==> src/rtl/aes_block_uart_serializer_if.sv <==
// ---------------------------------------------------------------------------
// aes_block_uart_serializer_if
// Bundles the block-input handshake and the UART transmitter hookup of the
// AES block serializer.
//
//   blk_data_i     [127:0]  block to send, byte 0 in bits [7:0]
//   blk_valid_i             producer has a block on blk_data_i
//   blk_ready_o             serializer FIFO can take a block
//   tx_din_o       [7:0]    byte to the UART transmitter
//   tx_start_o              one-cycle start pulse to the UART transmitter
//   tx_done_tick_i          UART transmitter finished a byte (stop bit incl.)
//   busy_o                  FIFO non-empty or a block is being sent
//   frame_done_o            one-cycle pulse at the end of every frame
//   blocks_sent_o  [CNT_W-1:0] blocks completed since reset (wrapping)
//
// slave  : the serializer itself
// master : the environment (AES producer + UART transmitter)
// ---------------------------------------------------------------------------
interface aes_block_uart_serializer_if #(
    parameter int CNT_W = 16
);
    logic [127:0]     blk_data_i;
    logic             blk_valid_i;
    logic             blk_ready_o;
    logic [7:0]       tx_din_o;
    logic             tx_start_o;
    logic             tx_done_tick_i;
    logic             busy_o;
    logic             frame_done_o;
    logic [CNT_W-1:0] blocks_sent_o;

    modport slave (
        input  blk_data_i, blk_valid_i, tx_done_tick_i,
        output blk_ready_o, tx_din_o, tx_start_o, busy_o, frame_done_o,
               blocks_sent_o
    );

    modport master (
        output blk_data_i, blk_valid_i, tx_done_tick_i,
        input  blk_ready_o, tx_din_o, tx_start_o, busy_o, frame_done_o,
               blocks_sent_o
    );
endinterface

==> src/rtl/aes_block_uart_serializer.sv <==
// ---------------------------------------------------------------------------
// aes_block_uart_serializer
// Streams 128-bit AES result blocks out through a byte-wide UART
// transmitter, least-significant byte first, one byte per tx_done_tick.
// A FIFO_DEPTH-entry block FIFO decouples the AES cores from the UART.
//
// Ports:
//   clk    rising-edge system clock
//   reset  asynchronous, active-high; clears all state
//   bus    aes_block_uart_serializer_if.slave
//            blk_data_i/blk_valid_i/blk_ready_o : block push handshake
//            tx_din_o/tx_start_o/tx_done_tick_i : UART transmitter hookup
//            busy_o, frame_done_o, blocks_sent_o: status
//
// Timing: a block pushed into an empty FIFO while idle is popped on the next
// edge and its first tx_start_o is visible one edge later. Each following
// byte starts two cycles after the previous done tick; the next block's first
// byte starts three cycles after the last tick of the previous block.
// ---------------------------------------------------------------------------
module aes_block_uart_serializer #(
    parameter int FIFO_DEPTH   = 2,   // power of 2, >= 2
    parameter int FRAME_BLOCKS = 4,
    parameter int CNT_W        = 16
) (
    input logic                        clk,
    input logic                        reset,
    aes_block_uart_serializer_if.slave bus
);
    localparam int AW = $clog2(FIFO_DEPTH);
    localparam int FW = $clog2(FRAME_BLOCKS + 1);

    typedef enum logic [1:0] {
        S_IDLE,
        S_START,
        S_WAIT
    } state_t;

    state_t           state_q, state_d;

    logic [127:0]     fifo_mem [FIFO_DEPTH];
    logic [AW-1:0]    wr_ptr_q, rd_ptr_q;
    logic [AW:0]      count_q;

    logic [127:0]     shreg_q;
    logic [3:0]       byte_idx_q;
    logic [7:0]       tx_din_q;
    logic             tx_start_q;
    logic             frame_done_q;
    logic [CNT_W-1:0] blocks_q;
    logic [FW-1:0]    frame_cnt_q;

    logic             fifo_empty;
    logic             push, pop;
    logic             load_byte;   // S_START: hand shreg[7:0] to the UART
    logic             next_byte;   // tick on bytes 0..14: shift to next byte
    logic             blk_done;    // tick on byte 15: block finished

    assign fifo_empty      = (count_q == '0);
    assign bus.blk_ready_o = (count_q < (AW+1)'(FIFO_DEPTH));
    assign push            = bus.blk_valid_i & bus.blk_ready_o;

    assign bus.tx_din_o      = tx_din_q;
    assign bus.tx_start_o    = tx_start_q;
    assign bus.frame_done_o  = frame_done_q;
    assign bus.blocks_sent_o = blocks_q;
    assign bus.busy_o        = !fifo_empty || (state_q != S_IDLE);

    // -----------------------------------------------------------------------
    // FSM
    // -----------------------------------------------------------------------
    // NOTE: sequential state is written with non-blocking assignments so every
    // register samples the pre-edge values of the others.
    always_ff @(posedge clk or posedge reset) begin
        if (reset) state_q <= S_IDLE;
        else       state_q <= state_d;
    end

    // NOTE: every output of this block gets a default before the case, so no
    // path leaves a signal unassigned and no latch is inferred.
    always_comb begin
        state_d   = state_q;
        pop       = 1'b0;
        load_byte = 1'b0;
        next_byte = 1'b0;
        blk_done  = 1'b0;
        unique case (state_q)
            S_IDLE: begin
                if (!fifo_empty) begin
                    pop     = 1'b1;
                    state_d = S_START;
                end
            end
            S_START: begin
                load_byte = 1'b1;
                state_d   = S_WAIT;
            end
            S_WAIT: begin
                // Ticks are only meaningful here; in other states the UART is
                // idle and a tick is ignored.
                if (bus.tx_done_tick_i) begin
                    if (byte_idx_q == 4'd15) begin
                        blk_done = 1'b1;
                        state_d  = S_IDLE;
                    end else begin
                        next_byte = 1'b1;
                        state_d   = S_START;
                    end
                end
            end
            default: state_d = S_IDLE;
        endcase
    end

    // -----------------------------------------------------------------------
    // Block FIFO
    // -----------------------------------------------------------------------
    // NOTE: the storage array has no reset; an entry is only read after it has
    // been written, and leaving it unreset lets it map onto plain RAM/flops.
    always_ff @(posedge clk) begin
        if (push) fifo_mem[wr_ptr_q] <= bus.blk_data_i;
    end

    always_ff @(posedge clk or posedge reset) begin
        if (reset) begin
            wr_ptr_q <= '0;
            rd_ptr_q <= '0;
            count_q  <= '0;
        end else begin
            if (push) wr_ptr_q <= wr_ptr_q + 1'b1;
            if (pop)  rd_ptr_q <= rd_ptr_q + 1'b1;
            // Simultaneous push and pop leaves the occupancy unchanged.
            unique case ({push, pop})
                2'b10:   count_q <= count_q + 1'b1;
                2'b01:   count_q <= count_q - 1'b1;
                default: count_q <= count_q;
            endcase
        end
    end

    // -----------------------------------------------------------------------
    // Byte shifter, UART drive and block/frame accounting
    // -----------------------------------------------------------------------
    always_ff @(posedge clk or posedge reset) begin
        if (reset) begin
            shreg_q      <= '0;
            byte_idx_q   <= '0;
            tx_din_q     <= '0;
            tx_start_q   <= 1'b0;
            frame_done_q <= 1'b0;
            blocks_q     <= '0;
            frame_cnt_q  <= '0;
        end else begin
            if (pop) begin
                shreg_q    <= fifo_mem[rd_ptr_q];
                byte_idx_q <= '0;
            end else if (next_byte) begin
                shreg_q    <= shreg_q >> 8;
                byte_idx_q <= byte_idx_q + 1'b1;
            end

            // tx_din_o only changes together with a start pulse, so it stays
            // stable for the whole byte.
            tx_start_q <= load_byte;
            if (load_byte) tx_din_q <= shreg_q[7:0];

            frame_done_q <= 1'b0;
            if (blk_done) begin
                blocks_q <= blocks_q + 1'b1;
                if (frame_cnt_q == FW'(FRAME_BLOCKS - 1)) begin
                    frame_done_q <= 1'b1;
                    frame_cnt_q  <= '0;
                end else begin
                    frame_cnt_q <= frame_cnt_q + 1'b1;
                end
            end
        end
    end
endmodule
==> src/flat_wrapper.sv <==
// flat-port wrapper written by rule: the top's interface ports become plain ports
module aes_block_uart_serializer_flat 
#(
    parameter int FIFO_DEPTH   = 2,                      
    parameter int FRAME_BLOCKS = 4,
    parameter int CNT_W        = 16
)
  (clk, reset, bus_blk_data_i, bus_blk_valid_i, bus_tx_done_tick_i, bus_blk_ready_o, bus_tx_din_o, bus_tx_start_o, bus_busy_o, bus_frame_done_o, bus_blocks_sent_o);
  aes_block_uart_serializer_if #(.CNT_W(CNT_W)) bus_i ();
  input logic clk;
  input logic reset;
  input wire logic [$bits(bus_i.blk_data_i)-1:0] bus_blk_data_i;
  input wire logic [$bits(bus_i.blk_valid_i)-1:0] bus_blk_valid_i;
  input wire logic [$bits(bus_i.tx_done_tick_i)-1:0] bus_tx_done_tick_i;
  output wire logic [$bits(bus_i.blk_ready_o)-1:0] bus_blk_ready_o;
  output wire logic [$bits(bus_i.tx_din_o)-1:0] bus_tx_din_o;
  output wire logic [$bits(bus_i.tx_start_o)-1:0] bus_tx_start_o;
  output wire logic [$bits(bus_i.busy_o)-1:0] bus_busy_o;
  output wire logic [$bits(bus_i.frame_done_o)-1:0] bus_frame_done_o;
  output wire logic [$bits(bus_i.blocks_sent_o)-1:0] bus_blocks_sent_o;
  assign bus_i.blk_data_i = bus_blk_data_i;
  assign bus_i.blk_valid_i = bus_blk_valid_i;
  assign bus_i.tx_done_tick_i = bus_tx_done_tick_i;
  assign bus_blk_ready_o = bus_i.blk_ready_o;
  assign bus_tx_din_o = bus_i.tx_din_o;
  assign bus_tx_start_o = bus_i.tx_start_o;
  assign bus_busy_o = bus_i.busy_o;
  assign bus_frame_done_o = bus_i.frame_done_o;
  assign bus_blocks_sent_o = bus_i.blocks_sent_o;
  aes_block_uart_serializer #(.FIFO_DEPTH(FIFO_DEPTH), .FRAME_BLOCKS(FRAME_BLOCKS), .CNT_W(CNT_W)) u_core (.clk(clk), .reset(reset), .bus(bus_i));
endmodule
==> config.mk <==
export PLATFORM = sky130hd
export DESIGN_NAME = aes_block_uart_serializer_flat
export DESIGN_NICKNAME = d
export VERILOG_FILES = /design/src/rtl/aes_block_uart_serializer_if.sv /design/src/rtl/aes_block_uart_serializer.sv /design/src/flat_wrapper.sv
export SDC_FILE = /design/constraint.sdc
export NUM_CORES = 1
export LEC_CHECK = 0
export ABC_AREA = 1
export BUFFER_PORTS_ARGS = -buffer_cell sky130_fd_sc_hd__buf_4
export CORE_MARGIN = 4
export CORE_UTILIZATION = 45
export CTS_BUF_LIST = sky130_fd_sc_hd__clkbuf_8
export CTS_CLUSTER_DIAMETER = 100
export DETAILED_ROUTE_END_ITERATION = 10
export PLACE_DENSITY_LB_ADDON = 0.1
export SLEW_MARGIN = 20
export SYNTH_ARGS = -nofsm -noshare
export SYNTH_HDL_FRONTEND = slang
export SYNTH_SLANG_ARGS = --single-unit
==> constraint.sdc <==
create_clock -name clk -period 9.4 [get_ports clk]
set_input_delay 0.94 -clock clk [delete_from_list [all_inputs] [get_ports clk]]
set_output_delay 0.94 -clock clk [all_outputs]
set_load 0.1 [all_outputs]
==> impl_metrics.ini <==
[outcome]
status = complete, no violations

[floorplanning]
die_h_um = 198
fp.dieW_um = 198
rows = 69
initial_utilization_pct = 45.6
coreArea_um2 = 35700
ios = 160
dieArea_um2 = 39300

[timing]
max_slew_margin_pct = 31.3
hold_viol_final = 0
fmax_mhz = 299
fin_crit_sh_pct = 35.6
fin_crit_ns = 3.34
tns_ns = 0
worst_pin_slew_ns = 1.03
final.setup_skew_ns = 0.0235
drv_slew = 0
rsz0062_at_grt = false
finalSetupViolCount = 0

[synth]
synthMostInstantiatedCell = nand2_1
syn-num-nets = 1433
syn_area_um2 = 16300
yosysWarnings = 0
synth_ff_type = edfxtp_1
synth_edf_count = 256
syn_avg_cell_area_um2 = 12.5
yosysTopAreaCell = edfxtp_1
yosys_register_bits = 423
synthDistinctLibCells = 28
synth_top_area_share_pct = 47.3
async_reset_ff_share_pct = 39.5
seq_area_frac_synth_pct = 72.9
synth.area.top_cells = edfxtp_1 (47%), dfrtp_1 (26%), nand2_1 (7.5%)
synth_common_cells = nand2_1 (326), edfxtp_1 (256), dfrtp_1 (167)
syn_inst = 1297

[cts]
cts_root_buf = clkbuf_8
cts_tree = yes
h-tree-depth = 3
post_cts_resized = 0
clkSinkCount = 423
cts_hold_buffers = 0
insertion_delay_ns = 0.58
cts_made_buffers = 72
postCtsSetupBuffers = 0
clk_pin_slew_ns = 0.06
clockBufferDepth = 3

[global_route]
grt-ovfl-total = 0
grt_pass1_wl_mm = 58.4
gr-usage-all-layers_pct = 19.0
grt_max_degree = 83
grt_pass1_vias = 10555
antenna_found_initial = 1

[detailed_routing]
drt-vias-per-instance = 5.16
wire_per_inst_um = 18.5
drc = 0
vias = 10280
drtIter0Drc = 544
wl_mm = 37.0
dr.pass1.iters = 5
drtAntennaViolNets = 0

[power_and_ir_drop]
clockPowerShare_pct = 24.9
powerDensity_nw_per_um2 = 321
total_leakage_power_nw = 7.81
peakVddDrop_mv = 0.195
pwr-share-comb_pct = 29.6
pwr-share-seq_pct = 45.5
switching_share_pct = 36.0
p_int_mw = 3.95
p_sw_mw = 2.22
finalPower_mw = 6.17

[setup_path]
crit_required_ns = 9.60
r2r-start = u_core.count_q[1]
r2r_cells = 5
cp_max_fo = 58
endpoint_kind = flip-flop
r2r-end = u_core.fifo_mem[1][17]
worstPathArrival_ns = 3.55
rrSetupSlack_ns = 6.06
path_class = flip-flop to flip-flop
cp-start-kind = flip-flop

[cells_and_area]
drive_gt1_share_pct = 24.9
multi_input_area_um2 = 3970
fillers = 3023
num_antenna_cells = 0
post-route-cell-area_um2 = 19200
final_cell_count_no_fill = 1993
regArea_um2 = 11900
area_delta_synth_final_pct = 18.3
nets = 1610

[placed_design]
hpwl_mm = 21.5
port_buffers = 159
place_inst = 1860
place.gp.congestion = 0.737
placed_cell_area_um2 = 17900

[hold_path]
holdCritPathClass = input pin to asynchronous set/reset pin

[job]
drv_cap = 0
## routing by layer
| layer | part of all wire [%] | global-route usage (%) |
|---|---|---|
| met5 | 0.046 | 0 |
| met2 | 47 | 29.7 |
| met3 | 4.5 | 3.47 |
| met4 | 2.1 | 5.76 |
| met1 | 46 | 27.6 |
## metrics by stage
step | hold WS, ns | utilization (%) | setup slack [ns]
2_1_floorplan | 0.444 | - | 2.09
3_3_place_gp | 0.459 | 50.1 | 5.51
3_5_place_dp | 0.471 | 50.1 | 5.51
4_1_cts | 0.379 | 53.9 | 5.97
5_1_grt | 0.399 | 54.0 | 5.78
6_report | 0.390 | 54.0 | 6.06
## state kept, by name (all words and copies together) (netlist names)
| register | count |
|---|---|
| u_core.wr_ptr_q | 1 |
| u_core.frame_cnt_q | 3 |
| u_core.bus.tx_start_o | 1 |
| u_core.bus.frame_done_o | 1 |
| u_core.count_q | 2 |
| u_core.bus.blocks_sent_o | 16 |
| u_core.shreg_q | 128 |
| u_core.fifo_mem | 256 |
| u_core.byte_idx_q | 4 |
| u_core.bus.tx_din_o | 8 |
| u_core.state_q | 2 |
| u_core.rd_ptr_q | 1 |
## layout by cell type (no fill, tap or decap), types with 2 or more instances in the layout
| master | count |
|---|---|
| nor2_1 | 31 |
| inv_4 | 3 |
| edfxtp_1 | 256 |
| o32ai_1 | 7 |
| clkinv_2 | 7 |
| buf_4 | 171 |
| dfrtp_1 | 166 |
| inv_1 | 64 |
| nand2_1 | 326 |
| clkinv_1 | 7 |
| nand3_1 | 123 |
| xor2_1 | 8 |
| clkinvlp_4 | 3 |
| a21oi_1 | 10 |
| xnor2_1 | 9 |
| o21ai_0 | 19 |
| clkbuf_8 | 82 |
| or2_2 | 104 |
| nand4_1 | 4 |
| nor2_2 | 4 |
| ha_1 | 4 |
| o211ai_1 | 112 |
| nor2_4 | 2 |
## power groups by stage
stage / Combinational [mW] / Sequential, mW / Clock, mW
after floorplan: 1.27 / 2.92 / 0
after global placement: 1.84 / 2.84 / 0
after detailed placement: 1.87 / 2.84 / 0
after CTS: 1.87 / 2.81 / 1.59
after global routing: 2.07 / 2.86 / 1.67
final: 1.83 / 2.81 / 1.54
## worst max path at each step
stage | from | endpoint | depth (start not counted)
after CTS | u_core.count_q[1] | u_core.fifo_mem[1][17] | 5
after global placement | bus_blk_valid_i | u_core.fifo_mem[0][61] | 5
after detailed placement | bus_blk_valid_i | u_core.fifo_mem[1][61] | 5
after global routing | u_core.count_q[1] | u_core.fifo_mem[1][61] | 5
final | u_core.count_q[1] | u_core.fifo_mem[1][17] | 5
after floorplan | u_core.count_q[1] | u_core.fifo_mem[0][0] | 3
## cells by family after synthesis
family | Yosys count | synth area share (%)
AND/OR/NAND/NOR | 597 | 16.5
AO/OA/AOI/OAI | 151 | 6.61
XOR/XNOR | 17 | 0.915
adder cells (fa/ha/maj) | 4 | 0.308
buffers and inverters | 105 | 2.74
flip-flops | 423 | 72.9
## worst max-delay path: stages, from the launching register on
cell and delay [ns]:
dfrtp_1 0.41, inv_1 0.11, nand2_1 0.19, nor2_4 0.72, buf_4 0.80, buf_4 0.67
## layout make-up
type	count	share of cell area, %
clock buffers	82	5.87
repair buffers	172	6.81
flip-flops and latches	423	61.7
multi-input cells	769	20.6
inverters	36	0.774
well taps	461	3.00
clock inverters	50	1.21
(Power assumes the default switching activity.)
